==> config.mk <==
export PLATFORM = sky130hd
export DESIGN_NAME = dp_ram_fifo
export DESIGN_NICKNAME = d
export VERILOG_FILES = /design/src/rtl/dp_ram_fifo_pkg.sv /design/src/rtl/simple_dual_port_ram.sv /design/src/rtl/dp_ram_fifo.sv
export SDC_FILE = /design/constraint.sdc
export NUM_CORES = 1
export LEC_CHECK = 0
export ABC_AREA = 1
export BUFFER_PORTS_ARGS = -buffer_cell sky130_fd_sc_hd__buf_2
export CORE_UTILIZATION = 62
export CTS_CLUSTER_SIZE = 20
export DETAILED_ROUTE_END_ITERATION = 12
export PLACE_DENSITY_LB_ADDON = 0.2
export SETUP_SLACK_MARGIN = 0.05
export SLEW_MARGIN = 10
export SYNTH_ARGS = -nofsm -noshare
export SYNTH_HDL_FRONTEND = slang
export SYNTH_HIERARCHICAL = 1
export SYNTH_SLANG_ARGS = --single-unit
==> constraint.sdc <==
create_clock -name clock -period 2.59 [get_ports clock]
set_clock_uncertainty 0.1 [all_clocks]
set_input_delay 0.777 -clock clock [delete_from_list [all_inputs] [get_ports clock]]
set_output_delay 0.777 -clock clock [all_outputs]
set_load 0.1 [all_outputs]
==> src/rtl/dp_ram_fifo_pkg.sv <==
// Shared memory constants for the dual-port-RAM FIFO: status FSM encodings.
package dp_ram_fifo_pkg;

    // Occupancy status tracked by the FIFO status FSM.
    typedef enum logic [1:0] {
        StateEmpty   = 2'd0,
        StatePartial = 2'd1,
        StateFull    = 2'd2
    } fifoState_t;

endpackage

==> src/rtl/simple_dual_port_ram.sv <==
// Two-port RAM: port 0 write-only, port 1 write plus registered read.
// INDEX_BITS sets the number of physical words; addresses are zero-extended or
// truncated to that index width.
module simple_dual_port_ram #(
    parameter int unsigned DATA_WIDTH    = 8,
    parameter int unsigned ADDRESS_WIDTH = 4,
    parameter int unsigned INDEX_BITS    = 4
) (
    input  logic                     clock,
    input  logic                     writeEnable_0,
    input  logic [ADDRESS_WIDTH-1:0] address_0,
    input  logic [DATA_WIDTH-1:0]    writeData_0,
    input  logic                     writeEnable_1,
    input  logic [ADDRESS_WIDTH-1:0] address_1,
    input  logic [DATA_WIDTH-1:0]    writeData_1,
    output logic [DATA_WIDTH-1:0]    readData_1
);

    localparam int unsigned WORDS = 1 << INDEX_BITS;

    logic [DATA_WIDTH-1:0] memory [WORDS];
    logic [INDEX_BITS-1:0] index0;
    logic [INDEX_BITS-1:0] index1;

    assign index0 = INDEX_BITS'(address_0);
    assign index1 = INDEX_BITS'(address_1);

    // Writes on both ports and a registered read on port 1; no reset on storage.
    always_ff @(posedge clock) begin
        if (writeEnable_0) begin
            memory[index0] <= writeData_0;
        end
        if (writeEnable_1) begin
            memory[index1] <= writeData_1;
        end
        readData_1 <= memory[index1];
    end

endmodule

==> src/rtl/dp_ram_fifo.sv <==
// Synchronous FIFO on a simple dual-port RAM with one-cycle pop latency.
// Optional: define DP_RAM_FIFO_ERR_FLAGS_EN to add sticky overflow/underflow outputs.
module dp_ram_fifo
    import dp_ram_fifo_pkg::*;
#(
    parameter int unsigned DATA_WIDTH    = 8,
    parameter int unsigned ADDRESS_WIDTH = 4,
    parameter int unsigned INDEX_BITS    = 4
) (
    input  logic                     clock,
    input  logic                     reset,
    input  logic                     push,
    input  logic [DATA_WIDTH-1:0]    push_data,
    output logic                     full,
    input  logic                     pop,
    output logic [DATA_WIDTH-1:0]    pop_data,
    output logic                     pop_valid,
    output logic                     empty,
    output logic [ADDRESS_WIDTH:0]   count
`ifdef DP_RAM_FIFO_ERR_FLAGS_EN
    ,
    output logic                     overflow,
    output logic                     underflow
`endif
);

    localparam logic [ADDRESS_WIDTH:0] PTR_ONE   = (ADDRESS_WIDTH+1)'(1);
    localparam logic [ADDRESS_WIDTH:0] LAST_FREE = (ADDRESS_WIDTH+1)'((1 << ADDRESS_WIDTH) - 1);

    fifoState_t              state;
    logic [ADDRESS_WIDTH:0]  wrPtr;
    logic [ADDRESS_WIDTH:0]  rdPtr;
    logic [DATA_WIDTH-1:0]   ramData;
    logic                    pushAccept;
    logic                    popAccept;

    // Acceptance uses the registered flags, so a pop never targets an unwritten slot.
    assign pushAccept = push && !full;
    assign popAccept  = pop && !empty;

    // Wrap bits make the pointer difference the exact occupancy 0..DEPTH.
    assign count = wrPtr - rdPtr;

    // Read data is forced to zero whenever no pop result is being presented.
    assign pop_data = pop_valid ? ramData : '0;

    // Pointer advance on accepted push/pop.
    always_ff @(posedge clock or negedge reset) begin
        if (!reset) begin
            wrPtr <= '0;
            rdPtr <= '0;
        end else begin
            if (pushAccept) begin
                wrPtr <= wrPtr + PTR_ONE;
            end
            if (popAccept) begin
                rdPtr <= rdPtr + PTR_ONE;
            end
        end
    end

    // Pop result strobe, aligned with the registered RAM read.
    always_ff @(posedge clock or negedge reset) begin
        if (!reset) begin
            pop_valid <= 1'b0;
        end else begin
            pop_valid <= popAccept;
        end
    end

    // Status FSM with registered full/empty decoded from the next state.
    always_ff @(posedge clock or negedge reset) begin
        if (!reset) begin
            state <= StateEmpty;
            empty <= 1'b1;
            full  <= 1'b0;
        end else begin
            case (state)
                StateEmpty: begin
                    if (pushAccept && !popAccept) begin
                        state <= StatePartial;
                        empty <= 1'b0;
                    end
                end
                StatePartial: begin
                    if (pushAccept && !popAccept && count == LAST_FREE) begin
                        state <= StateFull;
                        full  <= 1'b1;
                    end else if (popAccept && !pushAccept && count == PTR_ONE) begin
                        state <= StateEmpty;
                        empty <= 1'b1;
                    end
                end
                StateFull: begin
                    if (popAccept && !pushAccept) begin
                        state <= StatePartial;
                        full  <= 1'b0;
                    end
                end
                default: begin
                    state <= StateEmpty;
                    empty <= 1'b1;
                    full  <= 1'b0;
                end
            endcase
        end
    end

`ifdef DP_RAM_FIFO_ERR_FLAGS_EN
    // Sticky error flags for rejected requests; cleared only by reset.
    always_ff @(posedge clock or negedge reset) begin
        if (!reset) begin
            overflow  <= 1'b0;
            underflow <= 1'b0;
        end else begin
            if (push && full) begin
                overflow <= 1'b1;
            end
            if (pop && empty) begin
                underflow <= 1'b1;
            end
        end
    end
`else
    // Error flags not built in this configuration.
`endif

    simple_dual_port_ram #(
        .DATA_WIDTH    (DATA_WIDTH),
        .ADDRESS_WIDTH (ADDRESS_WIDTH),
        .INDEX_BITS    (INDEX_BITS)
    ) storage (
        .clock         (clock),
        .writeEnable_0 (pushAccept),
        .address_0     (wrPtr[ADDRESS_WIDTH-1:0]),
        .writeData_0   (push_data),
        .writeEnable_1 (1'b0),
        .address_1     (rdPtr[ADDRESS_WIDTH-1:0]),
        .writeData_1   ('0),
        .readData_1    (ramData)
    );

endmodule
==> flow_summary_export.csv, run 1 <==
group,metric,value,unit
layout,drive_gt1_frac,0.123,
setup_path,crit_fanout,2,
place,io_buffers,27,
hold_path,min_path_type,"in -> async",
power,power_leakage,4.35,nW
layout,final_area,9480,µm²
global_route,use_met1,0.433,
global_route,grt_start_max_net_pins,72,
timing,post-route-period-util,1.11,
global_route,gr-total-overflow,0,
setup_path,cp.depth,9,
drt,wl_per_cell,17.3,µm
clocking,cts-root-buf,"clkbuf_16",
logic_synthesis,synth-seq-cells,151,
floorplanning,die_area,13400,µm²
global_route,grt.met2_usage,0.560,
drt,num_vias,7148,
timing,hold_violations,0,
global_route,grt_pass1_vias,6450,
place,pre_cts_ws,0.106,ns
global_route,grt_pass1_wl,33200,µm
clocking,cts_sinks,151,
logic_synthesis,yosysSeqAreaShare,0.544,
timing,worstMarginPinSlew,0.852,ns
floorplanning,io_pins,28,
power,powerDensity,1300,nW/µm²
floorplanning,coreArea,12600,µm²
outcome,failed_checks,"setup timing",
setup_path,crit_top_cell,"nand2_2",
floorplanning,initial_core_util,0.638,
timing,drv_slew,0,
place,place_inst,1250,
place,dp_hpwl,13900,µm
setup_path,rr_endpoint,"storage/readData_1[0]$_DFF_P_",
layout,layout_commonest_cell,"nand2_1",
floorplanning,die_width,116,µm
drt,drc,0,
timing,post-route-min-period,2.89,ns
timing,fin_ws,-0.295,ns
timing,setup_violations,4,
timing,hold_ws,0.157,ns
floorplanning,rows,41,
flow_run,max_cap_violations,0,
timing,relSlewSlack,0.430,
global_route,busiest_layer,"met2",
global_route,track_usage,0.346,
setup_path,crit_path_end,"count[4]",
setup_path,reg2reg_slack,0.26,ns
setup_path,worst-path-buf-inv,3,
place,finalWeightedCongestion,0.854,
setup_path,start_kind,"flop",
layout,most-common-layout-cells,"517 x nand2_1, 128 x edfxtp_1, 115 x o21ai_0, 65 x inv_1, 61 x conb_1",
floorplanning,die_height,116,µm
logic_synthesis,synth.avg_cell_area,7.95,µm²
power,finalPower,12.3,mW
clocking,hold_buffers,0,
drt,viasPerCell,5.51,
clocking,cts_tree,"done",
clocking,clock_path_buffers,2,
clocking,h-tree-depth,4,
setup_path,crit_path_cell_trace,"ha_4 -> fa_2 -> inv_2 -> nand3_2 -> nand2_2 -> nand2_2 -> nand2_2 -> clkinvlp_4 -> buf_12",
layout,final_cells,1298,
logic_synthesis,syn_area,8050,µm²
setup_path,path_delay_family,"adder cells",
setup_path,cp-startpoint,"rdPtr[0]$_DFFE_PN0P_",
logic_synthesis,synth-warning-count,6,
global_route,grt_antenna_before_repair,0,
drt,dr.pass1.iters,6,
timing,tns,-0.636,ns
power,peakVddDrop,3.01,mV
timing,fmax,0.347,GHz
drt,routed_wl,22400,µm
clocking,worst_skew_pair.late_latency,0.43,ns
drt,drt_iter0_markers,920,
drt,detail-route-antenna-nets,0,
place,placed_cell_area,8730,µm²
setup_path,cpMaxStageDelayCell,"dfrtp_2",
layout,fin_util,0.751,
layout,num_antenna_cells,0,
setup_path,end_kind,"output pin",
layout,syn2layout_area_growth,17.8,%
setup_path,required,1.71,ns
setup_path,max_stage_delay,0.42,ns
setup_path,cp.arrival,2.01,ns
setup_path,rr_worst_depth,11,
logic_synthesis,synth.distinct_cells,31,
logic_synthesis,synthCells,1013,
timing,rsz0062_at_grt,"yes",
outcome,status,"finished, violations left",
clocking,numCtsBuffers,17,
setup_path,rr_startpoint,"rdPtr[0]$_DFFE_PN0P_",
global_route,met3_usage,0.0957,
layout,nets,1132,
setup_path,path_class,"reg -> out",
clocking,clkTransAtPathRegs,0.06,ns
layout,fillCellCount,952,
## worst reg2reg max path: stages, from the launching register on
cell	delay [ns]
dfrtp_2	0.38
buf_4	0.61
inv_2	0.14
buf_4	0.33
nand2_1	0.20
nand2_1	0.06
nand2_1	0.06
nand2_1	0.06
nand2_1	0.09
nand2_1	0.10
inv_1	0.06
nand2_1	0.05
## cell families (layout without fill, tap and decap cells)
kind of cell / after synthesis / count (layout) / synth area share
AOI/OAI and AO/OA: 153 / 153 / 0.0974
xor gates and xnor gates: 8 / 8 / 0.00870
adders and majority gates: 7 / 7 / 0.0118
buffers and inverters: 124 / 177 / 0.0600
DFF: 151 / 151 / 0.544
other: 1 / 61 / 0.000466
and+or+nand+nor: 569 / 569 / 0.278
## registers in the layout, summed over array words and instances, names as in the netlist
name                flops
full                    1
empty                   1
storage/memory        128
rdPtr                   5
storage/readData_1      8
state                   2
pop_valid               1
wrPtr                   5
## synth_stat cells (all sizes together)
library cell    n  area, µm²
edfxtp        128       3840
nand2         526       1980
dfrtp          14        350
xor2            8       70.1
o21ai         145        733
clkbuf         24       90.1
a21oi           2       13.8
nand4           6       37.5
inv            74        278
ha              6       75.1
dfxtp           8        160
clkinv          2       7.51
nor3            4       30.0
buf            24        108
dfstp           1       26.3
fa              1       20.0
o22ai           6       37.5
nand3          15       90.1
conb            1       3.75
nor2           18       95.1
## power breakdown
part           switching [mW]  internal, mW  leakage (nW)
Sequential              0.233          3.27          1.40
Combinational            4.45          2.07          2.68
Clock                   0.914          1.39         0.266
## per-layer routing
| metal | vias up | wire [µm] |
|---|---|---|
| li1 | 3400 | - |
| met1 | 3255 | 8520 |
| met2 | 425 | 10700 |
| met3 | 68 | 2440 |
| met4 | 0 | 741 |
| met5 | - | 0 |
## final cells by class
cell class | instances | area (µm²) | area share
clock buffer | 28 | 497 | 0.0524
clock inverter | 4 | 45.0 | 0.00475
inverter | 76 | 293 | 0.0309
multi-input combinational | 798 | 3520 | 0.371
sequential | 151 | 4390 | 0.463
tap | 172 | 215 | 0.0227
timing repair buffer | 69 | 529 | 0.0558
## repair_timing
item,4_1_cts,5_1_grt
cloned,0,0
endpoints found under the setup margin,4,4
buffers inserted,12,5
pin swaps,8,6
gates resized for setup,15,9
## worst min-delay path by stage
stage,start,to,depth (start not counted)
floorplan,state[0]$_DFFE_PN0P_,state[0]$_DFFE_PN0P_,1
global placement,state[0]$_DFFE_PN0P_,state[0]$_DFFE_PN0P_,1
detailed placement,state[0]$_DFFE_PN0P_,state[0]$_DFFE_PN0P_,1
CTS,reset,rdPtr[4]$_DFFE_PN0P_,1
global route,reset,rdPtr[4]$_DFFE_PN0P_,1
finish,reset,rdPtr[4]$_DFFE_PN0P_,1
Power figures use the tool's default switching activity.
==> inputs of run 2 (changes only) <==
--- a/config.mk
+++ b/config.mk
@@ -7,8 +7,10 @@
 export LEC_CHECK = 0
 export ABC_AREA = 1
 export BUFFER_PORTS_ARGS = -buffer_cell sky130_fd_sc_hd__buf_2
-export CORE_UTILIZATION = 62
-export CTS_CLUSTER_SIZE = 20
+export CELL_PAD_IN_SITES_DETAIL_PLACEMENT = 1
+export CELL_PAD_IN_SITES_GLOBAL_PLACEMENT = 1
+export CORE_UTILIZATION = 33
+export CTS_CLUSTER_SIZE = 14
 export DETAILED_ROUTE_END_ITERATION = 12
 export PLACE_DENSITY_LB_ADDON = 0.2
 export SETUP_SLACK_MARGIN = 0.05
==> run 2 against run 1 <==
Compared with the run above:
- critical endpoint unchanged
- non-clock buffer count is 1 lower
- sequential share of layout area decreased by 0.93 points
- combinational power increased by 2%
- clock-buffer cell count decreased by 9
- largest cell class unchanged
- worst hold slack improved by 0.0034 ns
- die area is 86% higher
- core utilization shrank 34 points
- power is 1.1% higher
- the flow still finishes with violations (setup timing)
- fmax increased by 0.69%
==> flow_summary_export.csv, run 2 (synthesis results as in run 1) <==
group,metric,value,unit
timing,setup_violations,4,
outcome,status,"finished, violations left",
layout,top_register,"storage/memory",
layout,layout_commonest_cell,"nand2_1",
setup_path,required,1.71,ns
clocking,clkTransAtPathRegs,0.06,ns
power,switching_share,0.467,
clocking,numCtsBuffers,17,
global_route,track_usage,0.229,
power,finalPower,12.5,mW
place,dp_hpwl,18000,µm
power,p_clk_frac,0.188,
setup_path,rr_endpoint,"storage/readData_1[6]$_DFF_P_",
global_route,gr-total-overflow,0,
place,place_inst,1400,
global_route,grt_pass1_wl,41200,µm
drt,viasPerCell,4.77,
drt,detail-route-antenna-nets,0,
timing,fin_ws,-0.275,ns
power,seqPwrFrac,0.281,
clocking,clock_path_buffers,2,
setup_path,reg2reg_slack,0.26,ns
timing,drv_slew,0,
global_route,grt_antenna_before_repair,0,
timing,rsz0062_at_grt,"yes",
clocking,cts_tree,"done",
layout,largestRegisters,"storage/memory (128), storage/readData_1 (8)",
timing,post-route-min-period,2.87,ns
clocking,cts_sinks,151,
power,power_leakage,4.34,nW
layout,final_area,9670,µm²
floorplanning,io_pins,28,
setup_path,cp.arrival,1.99,ns
power,netSwitchingPower,5.83,mW
floorplanning,die_width,158,µm
place,io_buffers,27,
layout,fin_util,0.408,
clocking,h-tree-depth,4,
hold_path,min_path_type,"in -> async",
timing,fmax,0.349,GHz
flow_run,max_cap_violations,0,
layout,nets,1131,
layout,drive_gt1_frac,0.124,
floorplanning,die_area,25000,µm²
setup_path,path_class,"reg -> out",
drt,routed_wl,26700,µm
setup_path,rr_startpoint,"rdPtr[0]$_DFFE_PN0P_",
drt,drt_iter0_markers,372,
power,comb_power_share,0.531,
setup_path,crit_fanout,2,
place,placed_cell_area,8950,µm²
clocking,cts-root-buf,"clkbuf_16",
power,powerDensity,1290,nW/µm²
timing,tns,-0.554,ns
setup_path,end_kind,"output pin",
place,finalWeightedCongestion,0.812,
layout,largest_reg_flops,128,
drt,wl_per_cell,18.5,µm
drt,drc,0,
timing,post-route-period-util,1.11,
layout,syn2layout_area_growth,20.1,%
floorplanning,coreArea,23700,µm²
setup_path,start_kind,"flop",
outcome,failed_checks,"setup timing",
timing,hold_ws,0.161,ns
clocking,worst_skew_pair.late_latency,0.43,ns
timing,worstMarginPinSlew,0.875,ns
global_route,grt_pass1_vias,6814,
floorplanning,rows,56,
layout,final_cells,1444,
floorplanning,die_height,158,µm
place,pre_cts_ws,0.0921,ns
drt,dr.pass1.iters,5,
layout,most-common-layout-cells,"519 x nand2_1, 128 x edfxtp_1, 115 x o21ai_0, 64 x inv_1, 61 x conb_1",
setup_path,rr_worst_depth,11,
timing,relSlewSlack,0.415,
global_route,grt_start_max_net_pins,72,
layout,num_antenna_cells,0,
floorplanning,initial_core_util,0.340,
power,p_int,6.64,mW
power,peakVddDrop,1.29,mV
drt,num_vias,6889,
timing,hold_violations,0,
==> run 2: power groups by stage <==
stage / Sequential, mW / Combinational [mW] / Clock (mW)
floorplan: 3.66 / 3.90 / 0
global placement: 3.52 / 5.90 / 0
global route: 3.55 / 7.23 / 2.48
finish: 3.50 / 6.62 / 2.35
detailed placement: 3.54 / 5.96 / 0
CTS: 3.49 / 6.29 / 2.39
==> run 2: critical path, cell delays in order, from the launching register on <==
cell and delay [ns]:
dfrtp_2 0.42, ha_4 0.17, fa_2 0.35, inv_2 0.08
nand3_2 0.07, nand2_1 0.07, nand2_1 0.06, nand2_2 0.08
clkinvlp_4 0.10, buf_12 0.17
==> run 2: worst max path at each step <==
stage / cells after the start / slack (ns) / from / to
5_1_grt: 9 / -0.33 / rdPtr[0]$_DFFE_PN0P_ / count[4]
3_3_place_gp: 9 / 0.1 / rdPtr[0]$_DFFE_PN0P_ / count[4]
2_1_floorplan: 8 / -0.09 / rdPtr[0]$_DFFE_PN0P_ / count[4]
4_1_cts: 9 / -0.29 / rdPtr[0]$_DFFE_PN0P_ / count[4]
6_report: 9 / -0.28 / rdPtr[0]$_DFFE_PN0P_ / count[4]
3_5_place_dp: 9 / 0.09 / rdPtr[0]$_DFFE_PN0P_ / count[4]
==> run 2: routing by layer <==
layer | vias to the layer above | share of wire | global-route usage
li1 | 3399 | - | -
met1 | 3319 | 0.45 | 0.302
met2 | 145 | 0.50 | 0.391
met3 | 26 | 0.036 | 0.0285
met4 | 0 | 0.016 | 0.0659
met5 | - | 0 | 0
==> run 2: repair_timing <==
| action | CTS | global route |
|---|---|---|
| endpoints found under the setup margin | 4 | 4 |
| buffers inserted | 7 | 5 |
| gates resized for setup | 12 | 10 |
| hold buffers | 0 | 0 |
| pin swaps | 8 | 6 |
==> run 2: final cells by class <==
| cell class | instances | area [µm²] |
|---|---|---|
| clock buffers | 19 | 433 |
| clock inverters | 13 | 109 |
| fillers | 2931 | 14000 |
| inverters | 76 | 293 |
| multi-input cells | 798 | 3520 |
| flip-flops and latches | 151 | 4380 |
| well taps | 319 | 399 |
| repair buffers | 68 | 534 |
